## src/rtl/mips_multicycle_control.sv

```systemverilog
// Multicycle MIPS control FSM: sequences fetch/decode/execute/memory/writeback and
// drives datapath selects, run-gated write strobes and the 4-bit ALU control code.
module mips_multicycle_control #(
    parameter bit ILLEGAL_HALT = 1'b0
) (
    input  logic       clk,
    input  logic       rst_n,
    input  logic [5:0] opcode,
    input  logic [5:0] funct,
    input  logic       zero,
    input  logic       mem_ready,
    output logic [3:0] alu_control,
    output logic       alu_src_a,
    output logic [1:0] alu_src_b,
    output logic [1:0] pc_source,
    output logic       pc_en,
    output logic       ir_write,
    output logic       reg_write,
    output logic       mem_read,
    output logic       mem_write,
    output logic       iord,
    output logic       reg_dst,
    output logic       mem_to_reg,
    output logic [3:0] state,
    output logic       instr_retired,
    output logic       illegal_instr
);

    typedef enum logic [3:0] {
        S_FETCH   = 4'd0,
        S_DECODE  = 4'd1,
        S_MEMADR  = 4'd2,
        S_MEMRD   = 4'd3,
        S_MEMWB   = 4'd4,
        S_MEMWR   = 4'd5,
        S_EXEC    = 4'd6,
        S_ALUWB   = 4'd7,
        S_BRANCH  = 4'd8,
        S_JUMP    = 4'd9,
        S_ADDIEX  = 4'd10,
        S_ADDIWB  = 4'd11,
        S_ILLEGAL = 4'd12
    } state_t;

    localparam logic [3:0] ALU_AND = 4'b0000;
    localparam logic [3:0] ALU_OR  = 4'b0001;
    localparam logic [3:0] ALU_ADD = 4'b0010;
    localparam logic [3:0] ALU_SUB = 4'b0110;
    localparam logic [3:0] ALU_SLT = 4'b0111;
    localparam logic [3:0] ALU_NOR = 4'b1100;

    state_t cur_state;
    state_t nxt_state;
    logic   run;
    logic   funct_ok;
    logic   pc_en_c, ir_write_c, reg_write_c, mem_read_c, mem_write_c;

    always_ff @(posedge clk or negedge rst_n) begin
        if (!rst_n) begin
            cur_state <= S_FETCH;
            run       <= 1'b0;
        end else begin
            cur_state <= nxt_state;
            run       <= 1'b1;
        end
    end

    always_comb begin
        funct_ok = 1'b0;
        case (funct)
            6'h20, 6'h22, 6'h24, 6'h25, 6'h2A, 6'h27: funct_ok = 1'b1;
            default: funct_ok = 1'b0;
        endcase
    end

    always_comb begin
        nxt_state     = cur_state;
        alu_control   = ALU_ADD;
        alu_src_a     = 1'b0;
        alu_src_b     = 2'b00;
        pc_source     = 2'b00;
        pc_en_c       = 1'b0;
        ir_write_c    = 1'b0;
        reg_write_c   = 1'b0;
        mem_read_c    = 1'b0;
        mem_write_c   = 1'b0;
        iord          = 1'b0;
        reg_dst       = 1'b0;
        mem_to_reg    = 1'b0;
        instr_retired = 1'b0;
        illegal_instr = 1'b0;

        case (cur_state)
            S_FETCH: begin
                mem_read_c = 1'b1;
                alu_src_b  = 2'b01;
                ir_write_c = mem_ready;
                pc_en_c    = mem_ready;
                // The run-gated first cycle fetches nothing, so it must not advance either.
                if (mem_ready && run) nxt_state = S_DECODE;
            end
            S_DECODE: begin
                alu_src_b = 2'b11;
                case (opcode)
                    6'h00:        nxt_state = funct_ok ? S_EXEC : S_ILLEGAL;
                    6'h23, 6'h2B: nxt_state = S_MEMADR;
                    6'h04, 6'h05: nxt_state = S_BRANCH;
                    6'h08:        nxt_state = S_ADDIEX;
                    6'h02:        nxt_state = S_JUMP;
                    default:      nxt_state = S_ILLEGAL;
                endcase
            end
            S_MEMADR: begin
                alu_src_a = 1'b1;
                alu_src_b = 2'b10;
                nxt_state = (opcode == 6'h2B) ? S_MEMWR : S_MEMRD;
            end
            S_MEMRD: begin
                mem_read_c = 1'b1;
                iord       = 1'b1;
                if (mem_ready) nxt_state = S_MEMWB;
            end
            S_MEMWB: begin
                reg_write_c   = 1'b1;
                mem_to_reg    = 1'b1;
                instr_retired = 1'b1;
                nxt_state     = S_FETCH;
            end
            S_MEMWR: begin
                mem_write_c = 1'b1;
                iord        = 1'b1;
                if (mem_ready) begin
                    instr_retired = 1'b1;
                    nxt_state     = S_FETCH;
                end
            end
            S_EXEC: begin
                alu_src_a = 1'b1;
                case (funct)
                    6'h22:   alu_control = ALU_SUB;
                    6'h24:   alu_control = ALU_AND;
                    6'h25:   alu_control = ALU_OR;
                    6'h2A:   alu_control = ALU_SLT;
                    6'h27:   alu_control = ALU_NOR;
                    default: alu_control = ALU_ADD;
                endcase
                nxt_state = S_ALUWB;
            end
            S_ALUWB: begin
                reg_write_c   = 1'b1;
                reg_dst       = 1'b1;
                instr_retired = 1'b1;
                nxt_state     = S_FETCH;
            end
            S_BRANCH: begin
                alu_src_a     = 1'b1;
                alu_control   = ALU_SUB;
                pc_source     = 2'b01;
                pc_en_c       = (opcode == 6'h05) ? ~zero : zero;
                instr_retired = 1'b1;
                nxt_state     = S_FETCH;
            end
            S_JUMP: begin
                pc_source     = 2'b10;
                pc_en_c       = 1'b1;
                instr_retired = 1'b1;
                nxt_state     = S_FETCH;
            end
            S_ADDIEX: begin
                alu_src_a = 1'b1;
                alu_src_b = 2'b10;
                nxt_state = S_ADDIWB;
            end
            S_ADDIWB: begin
                reg_write_c   = 1'b1;
                instr_retired = 1'b1;
                nxt_state     = S_FETCH;
            end
            S_ILLEGAL: begin
                illegal_instr = 1'b1;
                nxt_state     = ILLEGAL_HALT ? S_ILLEGAL : S_FETCH;
            end
            default: nxt_state = S_FETCH;
        endcase
    end

    assign pc_en     = pc_en_c & run;
    assign ir_write  = ir_write_c & run;
    assign reg_write = reg_write_c & run;
    assign mem_read  = mem_read_c & run;
    assign mem_write = mem_write_c & run;
    assign state     = cur_state;

endmodule

```

## config.mk

```make
export PLATFORM = sky130hd
export DESIGN_NAME = mips_multicycle_control
export DESIGN_NICKNAME = d
export VERILOG_FILES = /design/src/rtl/mips_multicycle_control.sv
export SDC_FILE = /design/constraint.sdc
export NUM_CORES = 1
export LEC_CHECK = 0
export ABC_AREA = 1
export CORE_MARGIN = 8
export CORE_UTILIZATION = 41
export CTS_CLUSTER_SIZE = 30
export DETAILED_ROUTE_END_ITERATION = 12
export HOLD_SLACK_MARGIN = 0.1
export PLACE_DENSITY = 0.89
export SETUP_SLACK_MARGIN = 0.15
export SLEW_MARGIN = 20
export SYNTH_ARGS = -nofsm -noshare
export SYNTH_HDL_FRONTEND = slang
export SYNTH_SLANG_ARGS = --single-unit
```

## constraint.sdc

```tcl
create_clock -name clk -period 3.79 [get_ports clk]
set_input_delay 0.379 -clock clk [delete_from_list [all_inputs] [get_ports clk]]
set_output_delay 0.379 -clock clk [all_outputs]
set_load 0.005 [all_outputs]
```

; After elaboration in Yosys (flattened, before gate mapping)
; Index checks and enable logic that the tools add are counted.
[classes]
n_reduce_logical = 13
bitwise = 6
eq_ne = 27
mux = 25
[op_table]
columns = operator, count
row1 = $eq A6 B6 Y1 const B, 8
row2 = $pmux W4 S5, 2
row3 = $pmux W4 S7, 1
row4 = $eq A4 B4 Y1 const B, 5
row5 = $eq A4 B3 Y1 const B, 4
row6 = $mux W4, 4
row7 = $eq A6 B3 Y1 const B, 2
row8 = $mux W1, 12
row9 = $reduce_or A2 Y1, 5
row10 = $eq A4 B2 Y1 const B, 2
row11 = $pmux W4 S2, 1
row12 = $eq A6 B2 Y1 const B, 1
row13 = $eq A6 B4 Y1 const B, 1
row14 = $logic_not A6 Y1, 1
row15 = $ne A2 B2 Y1 const B, 3
row16 = $pmux W2 S3, 1
row17 = $reduce_or A6 Y1, 1
row18 = $and A1 B1 Y1, 5
row19 = $reduce_or A5 Y1, 1
row20 = $eq A4 B1 Y1 const B, 1
row21 = $logic_not A4 Y1, 1
row22 = $pmux W2 S2, 1
row23 = $reduce_or A4 Y1, 1
row24 = $mux W3, 1
row25 = other kinds (6), 6
[word_totals]
inputBits = 16
output_inout_bits = 23
wordCells = 73
reg_bits = 5

; Logic depth before layout (Yosys ltp)
[depth]
word_depth = 6
ltp_mapped = 9
ltp_nobuf = 9

; Least setup slack after synthesis
; No wires, ideal clock.
[synth_timing]
path_kind = register to output
from = register cur_state[2] (netlist: state[2])
to = output port pc_en
path_stages_with_launch = 8
slack_ps = 2330
arrival_time_ps = 1081
t_required_ps = 3411
path_buffers = 0
path_cell_list = dfrtp_1 -> nor2_2 -> inv_1 -> nor2_2 -> nand2_1 -> nand2_1 -> inv_1 -> a21oi_1
[synth_between]
elab_chain_cells = 3
[synth_lines]
columns = element, line
row1 = start: declaration, 52  ; state_t cur_state;
row2 = start signal: assignment, 63  ; cur_state <= nxt_state;
row3 = $eq A4 B4 Y1 or $logic_not A4 Y1 (tied branches), 93  ; case (cur_state)
row4 = $pmux W1 S3 *, 93
row5 = $and A1 B1 Y1 *, 187  ; assign pc_en = pc_en_c & run;
row6 = end: declaration, 16  ; output logic pc_en,
; Mark *: on every way between the ends. The rest lies on a longest branch, timed or not.

; Worst setup path after layout
[layout_timing]
from = input port opcode[5]
to = output port pc_en
[layout_between]
elab_chain_cells = 4
[layout_lines]
columns = element, line
row1 = start: declaration, 8  ; input logic [5:0] opcode,
row2 = $eq A6 B3 Y1, 159  ; pc_en_c = (opcode == 6'h05) ? ~zero : zero;
row3 = $mux W1, 159
row4 = $pmux W1 S3, 93
row5 = $and A1 B1 Y1, 187
; No other way between the ends.

==> results.md <==
- Status: finished, final reports clean
- H-Tree Level Count: 1
- Clock buffer depth: 2
- FP Rows: 15
- Post-DP Area: 0.00111 mm^2
- Antenna Nets Post-Route: 0
- Seq/Total Area, Yosys: 0.176
- Root buf cell: clkbuf_4
- Area Growth Syn to Fin: 60.3%
- Final hold slack: 359 ps
- Share of layout cells above drive strength 1: 0.119
- Total grt overflow: 0
- Largest net degree at the start of global routing: 8
- Final wirelength: 2330 um
- 1st-iter DRT viols: 27
- Final hold vios: 0
- Setup violations, final: 0
- NumNets Final: 194
- Main synth FF type: dfrtp_1
- Die X: 57.6 um
- Max frequency: 0.401 GHz
- Syn Inst Count: 135
- Final RePlAce weighted congestion: 0.850
- Vias in the first global route: 876
- Startpoint types: input pin
- Clk slew on worst S/H paths: 40 ps
- First-pass GRT wire length: 3810 um
- Die area: 0.00332 mm^2
- Diode count: 0
- Lkg Pwr: 0.596 nW
- Most frequent cells after synthesis: nand2_1 (28), inv_1 (24), nor2_1 (22)
- Min cycle time layout: 2500 ps
- Drc violations: 0
- Post-CTS setup buffer count: 0
- Number of CTS-inserted buffers: 3
- Post-CTS Hold Buffers: 0
- PwrDens: 542 mW/mm^2
- Synth unique cells: 19
- Post-synthesis register bit count: 5
- Vias post-DR: 978
- WL/cell: 12.0 um
- Final setup TNS: 0 ps
- Clock latency on the worst-skew pair: 240 ps
- RSZ-0062 raised after global routing: false
- Starting Density: 0.425
- IO Pins: 39
- CTS tree: yes
- Setup CP Type: input pin to output pin
- FF+latch area: 125 um^2
- Skew final: 1.46 ps
- Core Region: 0.00167 mm^2
- Worst min path class: input pin to asynchronous set/reset pin
- Async SR Flop Fraction: 1.00
- Vias per cell: 5.04
- Fill count: 143
- Final instance area: 0.00114 mm^2
- Post-synthesis cell area: 709 um^2
- Most common cell in the netlist: nand2_1
- Area of the multi-input gates: 472 um^2
- CTS resizes: 0
- Area leader, netlist: dfrtp_1
- # port buffers: 38
- Drt first pass iters: 4
- VDD IR max: 0.379 mV
- Tot GR Track Use: 0.142
- CP endpoint kind: output pin
- Post-detail-place hpwl: 1990 um
- Final Cycle Share: 0.659
- Slew Limit Fails: 0
- Worst-path maximum fanout: 4
- Arr. time, crit path: 2120 ps
- Yosys warns: 0
- Chip Height: 57.6 um
- WP data required: 3410 ps
- Antenna violations before repair: 0
- Top-area cell type share of the netlist area: 0.176
- Syn nets: 151
- Syn_area_per_cell: 5.26 um^2
- Post-synth EDFFs: 0
- Leading post-synthesis cells by cell area: dfrtp_1 (18%), nand2_1 (15%), inv_1 (13%), nor2_1 (12%), nand3_1 (9.9%)
- Max-cap violation count: 0
- Clock Sink Count: 5
-- layer usage --
layer  vias to the layer above  global-route usage  wire length, um
li1                        508                   -                -
met1                       436               0.151              946
met2                        30               0.262             1180
met3                         4              0.0269              166
met4                         0              0.0643               31
met5                         -                   0                0
-- flip-flops by register name, indices dropped and copies added, names as in the netlist --
signal  cells
state       4
run         1
-- cell type report --
class,instances,share of cell area
Timing Repair Buffer,38,0.334
Tap cell,17,0.0187
Clock buffer,4,0.0231
Multi-Input combinational cell,100,0.415
Inverter,30,0.0990
Sequential cell,5,0.110
-- power breakdown --
part	internal, mW	switching [mW]	leakage, nW	total, mW
logic	0.224	0.228	0.517	0.452
registers	0.0730	0.0315	0.0639	0.104
clock network	0.0397	0.0208	0.0150	0.0605
total	0.337	0.280	0.596	0.617
-- worst max-delay path, cell delays in order --
cell and delay, ps:
clkdlybuf4s50_1 440, nor2_1 220, nand3_1 180, o21bai_1 160, nand3_1 90, a21oi_1 130, clkdlybuf4s50_1 520
-- metrics by stage --
stage / utilization / instances / total power, mW / worst slack [ps]
detailed placement: 0.665 / 190 / 0.557 / 1330
CTS: 0.681 / 194 / 0.621 / 1320
finish: 0.681 / 194 / 0.617 / 1290
global route: 0.681 / 194 / 0.680 / 1140
floorplan: - / 135 / 0.333 / 2330
global placement: 0.665 / 190 / 0.550 / 1370
-- final timing paths --
path | slack (ps) | startpoint | cells after the start | to
max in group asynchronous | 3240 | rst_n | 1 | state[3]$_DFFE_PN0P_
min in group clk | 640 | state[2]$_DFFE_PN0P_ | 2 | state[2]$_DFFE_PN0P_
worst max register to register | 2410 | state[2]$_DFFE_PN0P_ | 8 | state[0]$_DFFE_PN0P_
worst min register to register | 640 | state[2]$_DFFE_PN0P_ | 2 | state[2]$_DFFE_PN0P_
worst max-delay path | 1290 | opcode[5] | 7 | pc_en
worst min-delay path | 360 | rst_n | 1 | state[2]$_DFFE_PN0P_
-- placed cells by master (no fill, tap or decap), drive strengths merged --
cell type and instances:
nand2 33, clkdlybuf4s50 38, o211ai 2, nor2 29, inv 30, dfrtp 5, o21bai 1, and3 1
nor3 1, o21ai 8, nand3 14, nor4 2, a21oi 5, clkbuf 4, conb 1, nand4 3
-- logic make-up after synthesis --
logic type / share of synthesized area
AO/OA/AOI/OAI: 0.123
buffers and inverters: 0.159
flip-flops: 0.176
other: 0.00529
AND/OR/NAND/NOR: 0.536
Power figures use the tool's default switching activity.
